### src/rtl/serial_compare_lsb.sv
// Bit-serial unsigned magnitude comparator, LSB first.
// One LT/EQ/GT verdict per WIDTH-beat frame, returned over a valid/ready stream.
module serial_compare_lsb #(
  parameter int unsigned WIDTH = 6
) (
  input  logic clk,
  input  logic rst,
  input  logic bit_valid,
  output logic bit_ready,
  input  logic bit_a,
  input  logic bit_b,
  input  logic bit_last,
  input  logic abort,
  output logic res_valid,
  input  logic res_ready,
  output logic res_lt,
  output logic res_eq,
  output logic res_gt,
  output logic res_err
);

  localparam int unsigned CNT_W = (WIDTH > 1) ? $clog2(WIDTH) : 1;
  localparam logic [CNT_W-1:0] CNT_LAST = CNT_W'(WIDTH - 1);

  typedef enum logic {
    S_ACCUM = 1'b0,
    S_HOLD  = 1'b1
  } state_e;

  typedef enum logic [1:0] {
    ORD_EQ = 2'd0,
    ORD_LT = 2'd1,
    ORD_GT = 2'd2
  } ord_e;

  state_e           state_q, state_d;
  logic [CNT_W-1:0] cnt_q, cnt_d;
  ord_e             ord_q, ord_d;
  logic             err_q, err_d;
  logic             res_valid_q, res_valid_d;
  logic             res_lt_q, res_lt_d;
  logic             res_eq_q, res_eq_d;
  logic             res_gt_q, res_gt_d;
  logic             res_err_q, res_err_d;

  logic             beat_acc;
  logic             at_last;
  logic             frame_end;
  logic             err_beat;
  ord_e             ord_beat;

  // Accept beats only while accumulating and not held in reset
  assign bit_ready = ~rst & (state_q == S_ACCUM);
  assign beat_acc  = bit_valid & bit_ready;

  // Per-beat ordering update: later (more significant) differing bits override earlier ones
  always_comb begin
    ord_beat = ord_q;
    if (bit_a & ~bit_b) begin
      ord_beat = ORD_GT;
    end else if (~bit_a & bit_b) begin
      ord_beat = ORD_LT;
    end
  end

  assign at_last   = (cnt_q == CNT_LAST);
  assign frame_end = at_last | bit_last;
  // bit_last early, or missing on the final beat, flags a framing error
  assign err_beat  = (bit_last & ~at_last) | (~bit_last & at_last);

  // Next-state and result logic
  always_comb begin
    state_d     = state_q;
    cnt_d       = cnt_q;
    ord_d       = ord_q;
    err_d       = err_q;
    res_valid_d = res_valid_q;
    res_lt_d    = res_lt_q;
    res_eq_d    = res_eq_q;
    res_gt_d    = res_gt_q;
    res_err_d   = res_err_q;

    unique case (state_q)
      S_ACCUM: begin
        if (abort) begin
          cnt_d = '0;
          ord_d = ORD_EQ;
          err_d = 1'b0;
        end else if (beat_acc) begin
          cnt_d = cnt_q + CNT_W'(1);
          ord_d = ord_beat;
          err_d = err_q | err_beat;
          if (frame_end) begin
            state_d     = S_HOLD;
            res_valid_d = 1'b1;
            res_lt_d    = (ord_beat == ORD_LT);
            res_eq_d    = (ord_beat == ORD_EQ);
            res_gt_d    = (ord_beat == ORD_GT);
            res_err_d   = err_q | err_beat;
          end
        end
      end
      S_HOLD: begin
        if (res_ready) begin
          state_d     = S_ACCUM;
          cnt_d       = '0;
          ord_d       = ORD_EQ;
          err_d       = 1'b0;
          res_valid_d = 1'b0;
          res_lt_d    = 1'b0;
          res_eq_d    = 1'b0;
          res_gt_d    = 1'b0;
          res_err_d   = 1'b0;
        end
      end
      default: begin
        state_d = S_ACCUM;
      end
    endcase
  end

  // State and result registers with synchronous reset
  always_ff @(posedge clk) begin
    if (rst) begin
      state_q     <= S_ACCUM;
      cnt_q       <= '0;
      ord_q       <= ORD_EQ;
      err_q       <= 1'b0;
      res_valid_q <= 1'b0;
      res_lt_q    <= 1'b0;
      res_eq_q    <= 1'b0;
      res_gt_q    <= 1'b0;
      res_err_q   <= 1'b0;
    end else begin
      state_q     <= state_d;
      cnt_q       <= cnt_d;
      ord_q       <= ord_d;
      err_q       <= err_d;
      res_valid_q <= res_valid_d;
      res_lt_q    <= res_lt_d;
      res_eq_q    <= res_eq_d;
      res_gt_q    <= res_gt_d;
      res_err_q   <= res_err_d;
    end
  end

  assign res_valid = res_valid_q;
  assign res_lt    = res_lt_q;
  assign res_eq    = res_eq_q;
  assign res_gt    = res_gt_q;
  assign res_err   = res_err_q;

endmodule

### config.mk
export PLATFORM = sky130hd
export DESIGN_NAME = serial_compare_lsb
export DESIGN_NICKNAME = d
export VERILOG_FILES = /design/src/rtl/serial_compare_lsb.sv
export SDC_FILE = /design/constraint.sdc
export NUM_CORES = 1
export LEC_CHECK = 0
export CELL_PAD_IN_SITES_DETAIL_PLACEMENT = 0
export CELL_PAD_IN_SITES_GLOBAL_PLACEMENT = 1
export CORE_MARGIN = 8
export CORE_UTILIZATION = 39
export CTS_BUF_LIST = sky130_fd_sc_hd__clkbuf_8
export DETAILED_ROUTE_END_ITERATION = 12
export HOLD_SLACK_MARGIN = 0.02
export PLACE_DENSITY_LB_ADDON = 0.05
export SYNTH_ARGS = -nofsm -noshare
export SYNTH_HDL_FRONTEND = slang
export SYNTH_SLANG_ARGS = --single-unit
### constraint.sdc
create_clock -name clk -period 5.3 [get_ports clk]
set_input_delay 1.325 -clock clk [delete_from_list [all_inputs] [get_ports clk]]
set_output_delay 1.325 -clock clk [all_outputs]
set_load 0.03 [all_outputs]
==> impl_metrics.toml, run 1 <==
[synth]
synthArstFlopShare_pct = 0
avgSynthCellArea_um2 = 8.21
synth_cells = 73
synth_top_area_cell = "dfxtp_1"
syn_area_um2 = 599
synth_top_area_share_pct = 40.1
yosys.cell_count.top_type = "dfxtp_1"
synthTopCellsByArea = "dfxtp_1 (40%), a21oi_1 (9.2%), ha_1 (6.3%)"
synth-seq-area-share_pct = 40.1
synth_warnings = 0
synthDistinctLibCells = 25
ys_seq_elements = 12
yosys_most_used_dff = "dfxtp_1"
syn_nets = 84
ys_top_cells_by_count = "dfxtp_1 (12), a21oi_1 (11), nand2_1 (7)"
synth_edf_count = 0

[setup_path]
crit_required_ns = 3.97
rr_endpoint = "res_lt$_SDFFE_PP0P_"
critical_path.cell_chain = "clkdlybuf4s50_1 > buf_4 > nor2_1 > clkdlybuf4s50_1"
r2r-start = "cnt_q[0]$_SDFFE_PP0P_"
crit_type = "in2out"
reg2reg_depth = 6
r2r_setup_slack_ns = 3.41
cp.arrival_ns = 2.72
crit_top_cell = "clkdlybuf4s50_1"
crit_slowest_cell = "clkdlybuf4s50_1"
end_kind = "output port"
worst-path-max-fanout = 15
cp_slowest_stage_delay_ns = 0.69
worstSetupStartpointType = "input pin"

[route]
drt_iter0_drc = 17
drc = 0
drt_wl_total_mm = 1.33
routedWlPerCell_um = 12.9
vias = 552
ant_nets = 0
dr.pass1.iters = 4
vias_per_cell = 5.36

[global_routing]
grt_pass1_wl_mm = 2.43
grt_max_degree = 16
antenna_found_initial = 0
track_usage_pct = 9.27
overflow = 0
first_global_vias = 543

[clock_tree]
cts_num_sinks = 12
cts_tree = "done"
htreeDepth = 1
cts_resized = 0
cts_setup_buffers = 0
cts_max_path_buffers = 2
root_buffer = "clkbuf_8"
cts_buffers = 3
clk_pin_slew_ns = 0.05
hold_buffers = 0
clk_latency_ns = 0.23

[floorplan]
row_count = 14
ios = 14
floorplan.initialDensity_pct = 40.7
dieArea_um2 = 3050
die-width_um = 55.2
core_area_um2 = 1470
chipHeight_um = 55.2

[placed_design]
place.gp.congestion = 0.709
io_buffers = 13
dpl.hpwl_um = 994
dpl_cell_area_um2 = 737

[min_path]
whs_path_depth = 2
hold_path.startpoint = "res_valid$_SDFFE_PP0P_"
min_path_type = "reg2reg"
hold_end = "res_valid$_SDFFE_PP0P_"

[sta]
fin_tns_setup_ns = 0
max_freq_ghz = 0.247
finalClockSkew_ns = 0.00374
finalCritPeriodShare_pct = 76.3
relSlewSlack_pct = 74.1
final_max_slew_viol_count = 0
hold_violations = 0
tightest_slew_ns = 0.388
finalSetupViolCount = 0
rsz0062_at_grt = "no"
min_period_ns = 4.04

[outcome]
status = "complete, no violations"

[power]
p_leak_nw = 0.279
total_power_mw = 0.201
power.density_nw_per_um2 = 258
ir_worst_vdd_v = 0.000173

[flow_run]
drv_cap = 0

[cells_and_area]
fin_area_um2 = 778
area_growth_syn_to_layout_pct = 29.9
drive_gt1_share_pct = 6.90
diodes = 0
nets = 100
==> placed cells by master, fill, tap and decap left out, drive strengths merged, types with 2 or more instances in the layout <==
cell type      Yosys  routed
a31oi              2       2
ha                 3       3
nand2              7       7
dfxtp             12      12
inv                5       5
nor2               4       4
nand3              5       5
o21ai              4       4
clkdlybuf4s50      0      13
a21oi             11      11
or3                3       3
nor2b              3       3
clkbuf             1       3
==> kinds of logic (layout without fill, tap and decap cells) <==
| group | Yosys count | after routing | share of synthesized area [%] |
|---|---|---|---|
| and+or+nand+nor | 28 | 28 | 25.5 |
| adders and majority gates | 3 | 3 | 6.26 |
| DFF | 12 | 12 | 40.1 |
| AOI/OAI and AO/OA | 22 | 22 | 21.7 |
| buffers and inverters | 8 | 22 | 6.47 |
==> through the flow <==
stage                     instances  hold slack (ns)  util [%]  setup WS, ns
final                           103            0.456      52.9          1.26
after global routing            103            0.483      52.9          1.21
after CTS                       103            0.462      52.9          1.23
after detailed placement        100            0.455      50.1          1.24
after global placement          100            0.446      50.1          1.25
after floorplan                  73            0.449         -          2.22
==> how the worst max path moves through the flow <==
| stage | start | endpoint | slack [ns] | depth (start not counted) |
|---|---|---|---|---|
| CTS | rst | bit_ready | 1.23 | 4 |
| global route | rst | bit_ready | 1.21 | 4 |
| floorplan | rst | bit_ready | 2.22 | 1 |
| finish | rst | bit_ready | 1.26 | 4 |
| global placement | rst | bit_ready | 1.25 | 4 |
| detailed placement | rst | bit_ready | 1.24 | 4 |
==> layer usage <==
layer,routed length (µm),vias up,GRT usage (%)
met5,0,-,0
met4,13,0,4.23
met3,91,2,3.65
met2,603,14,14.1
met1,617,248,11.1
li1,-,288,-
==> critical path: cells and delay by family <==
family / cells / cell delay, ns
simple gates: 1 / 0.13
buf+inv: 3 / 1.26
==> layout make-up <==
class,instances,area [µm²]
Clock buffer,3,41.3
Tap cell,16,20.0
Timing Repair Buffer,14,138
Fill cell,147,693
Inverter,5,18.8
Multi-Input combinational cell,53,320
Sequential cell,12,240
==> report_power, final <==
group / switching [mW] / internal [mW] / total [mW] / leakage, nW
Clock: 0.0301 / 0.0498 / 0.0799 / 0.0216
Sequential: 0.00163 / 0.0927 / 0.0944 / 0.0973
Combinational: 0.0139 / 0.0129 / 0.0268 / 0.160
Total: 0.0457 / 0.155 / 0.201 / 0.279
==> registers in the layout, summed over array words and instances, names as in the netlist <==
register / cells
cnt_q: 3
err_q: 1
ord_q: 2
res_eq: 1
res_err: 1
res_gt: 1
res_lt: 1
res_valid: 1
state_q: 1
Power figures use the tool's default switching activity.
==> run 2: changes to the inputs <==
- CORE_UTILIZATION: 39 -> 36
- clock period: 5.3 -> 3.95 ns (I/O delays scaled with it)
==> impl_metrics.toml, run 2 (same netlist as run 1, synthesis figures left out) <==
[clock_tree]
cts_max_path_buffers = 2
cts_resized = 0
htreeDepth = 1
root_buffer = "clkbuf_8"
cts_buffers = 3
cts_num_sinks = 12
hold_buffers = 0
cts_setup_buffers = 0
clk_latency_ns = 0.24
cts_tree = "done"
clk_pin_slew_ns = 0.06

[floorplan]
core_area_um2 = 1540
floorplan.initialDensity_pct = 38.9
row_count = 14
dieArea_um2 = 3230
ios = 14
chipHeight_um = 56.8
die-width_um = 56.8

[setup_path]
r2r_setup_slack_ns = 2.09
reg2reg_depth = 6
crit_slowest_cell = "clkdlybuf4s50_1"
r2r-start = "cnt_q[0]$_SDFFE_PP0P_"
cp.arrival_ns = 2.28
critical_path.cell_chain = "clkdlybuf4s50_1 > nor2_1 > clkdlybuf4s50_1"
crit_type = "in2out"
worst-path-max-fanout = 2
crit_required_ns = 2.96
cp_slowest_stage_delay_ns = 0.70
critical_path.startpoint = "rst"
rr_endpoint = "res_lt$_SDFFE_PP0P_"
worstSetupStartpointType = "input pin"
endpoint = "bit_ready"
crit_top_cell = "clkdlybuf4s50_1"
end_kind = "output port"

[global_routing]
overflow = 0
track_usage_pct = 9.13
first_global_vias = 557
grt_pass1_wl_mm = 2.46
grt_busiest_layer = "met2"
grtUsageMet2_pct = 14.6
grt_max_degree = 15
grt_use_met3_pct = 3.15
antenna_found_initial = 0
met1_usage_pct = 10.7

[placed_design]
io_buffers = 13
dpl.hpwl_um = 999
place.gp.congestion = 0.747
preCtsSetupSlack_ns = 0.673
dpl.cell_count = 100

[route]
drt_iter0_drc = 3
vias_per_cell = 5.45
vias = 567
ant_nets = 0
drt_wl_total_mm = 1.40
dr.pass1.iters = 3
drc = 0
routedWlPerCell_um = 13.5

[sta]
finalClockSkew_ns = 0.00218
rsz0062_at_grt = "no"
hold_violations = 0
finalSetupViolCount = 0
fin_ws_ns = 0.687
fin_tns_setup_ns = 0
relSlewSlack_pct = 74.3
finalCritPeriodShare_pct = 82.6
max_freq_ghz = 0.306
whs_ns = 0.454
final_max_slew_viol_count = 0
tightest_slew_ns = 0.384
min_period_ns = 3.26

[cells_and_area]
nets = 100
area_growth_syn_to_layout_pct = 32.2
largest_register_ffs = 3
layout_top_registers = "cnt_q (3), ord_q (2)"
final_common_cell = "clkdlybuf4s50_1"
mostFrequentLayoutCells = "clkdlybuf4s50_1 (13), dfxtp_1 (12), a21oi_1 (11)"
drive_gt1_share_pct = 7.95
finalNonFillerCells = 104
diodes = 0
regMostFlops = "cnt_q"
n_fill_cell = 158

[min_path]
min_path_type = "reg2reg"

[power]
ir_worst_vdd_v = 0.000210
p_leak_nw = 0.286
total_power_mw = 0.298
power.density_nw_per_um2 = 376

[outcome]
status = "complete, no violations"

[flow_run]
drv_cap = 0
run 2: critical path, delay by kind of cell:
family / cells / cell delay [ns]
buffers and inverters: 2 / 1.12
and+or+nand+nor: 1 / 0.16
run 2: worst min path at each step:
stage	to	from	depth (start not counted)
3_5_place_dp	res_valid$_SDFFE_PP0P_	res_valid$_SDFFE_PP0P_	2
2_1_floorplan	cnt_q[2]$_SDFFE_PP0P_	cnt_q[2]$_SDFFE_PP0P_	1
3_3_place_gp	res_valid$_SDFFE_PP0P_	res_valid$_SDFFE_PP0P_	2
5_1_grt	res_valid$_SDFFE_PP0P_	res_valid$_SDFFE_PP0P_	2
6_report	res_valid$_SDFFE_PP0P_	res_valid$_SDFFE_PP0P_	2
4_1_cts	res_valid$_SDFFE_PP0P_	res_valid$_SDFFE_PP0P_	2
run 2: layout make-up:
type                    count  area, µm²  share of cell area, %
flip-flops and latches     12        240                   30.3
repair buffers             14        138                   17.4
well taps                  16       20.0                   2.53
inverters                   5       18.8                   2.37
clock buffers               4       55.1                   6.95
multi-input cells          53        320                   40.4
run 2: layer usage:
metal / vias up / wire [µm]
met3: 2 / 73
met2: 7 / 663
met4: 0 / 12
met5: - / 0
met1: 268 / 654
li1: 290 / -
run 2: stage by stage:
| stage | cell area (µm²) | util [%] |
|---|---|---|
| floorplan | 599 | - |
| global placement | 737 | 47.8 |
| detailed placement | 737 | 47.8 |
| CTS | 792 | 51.4 |
| global route | 792 | 51.4 |
| finish | 792 | 51.4 |
run 2: report_power, final:
| group | switching (mW) | internal, mW |
|---|---|---|
| logic | 0.0191 | 0.0173 |
| clock network | 0.0468 | 0.0880 |
| registers | 0.00218 | 0.124 |
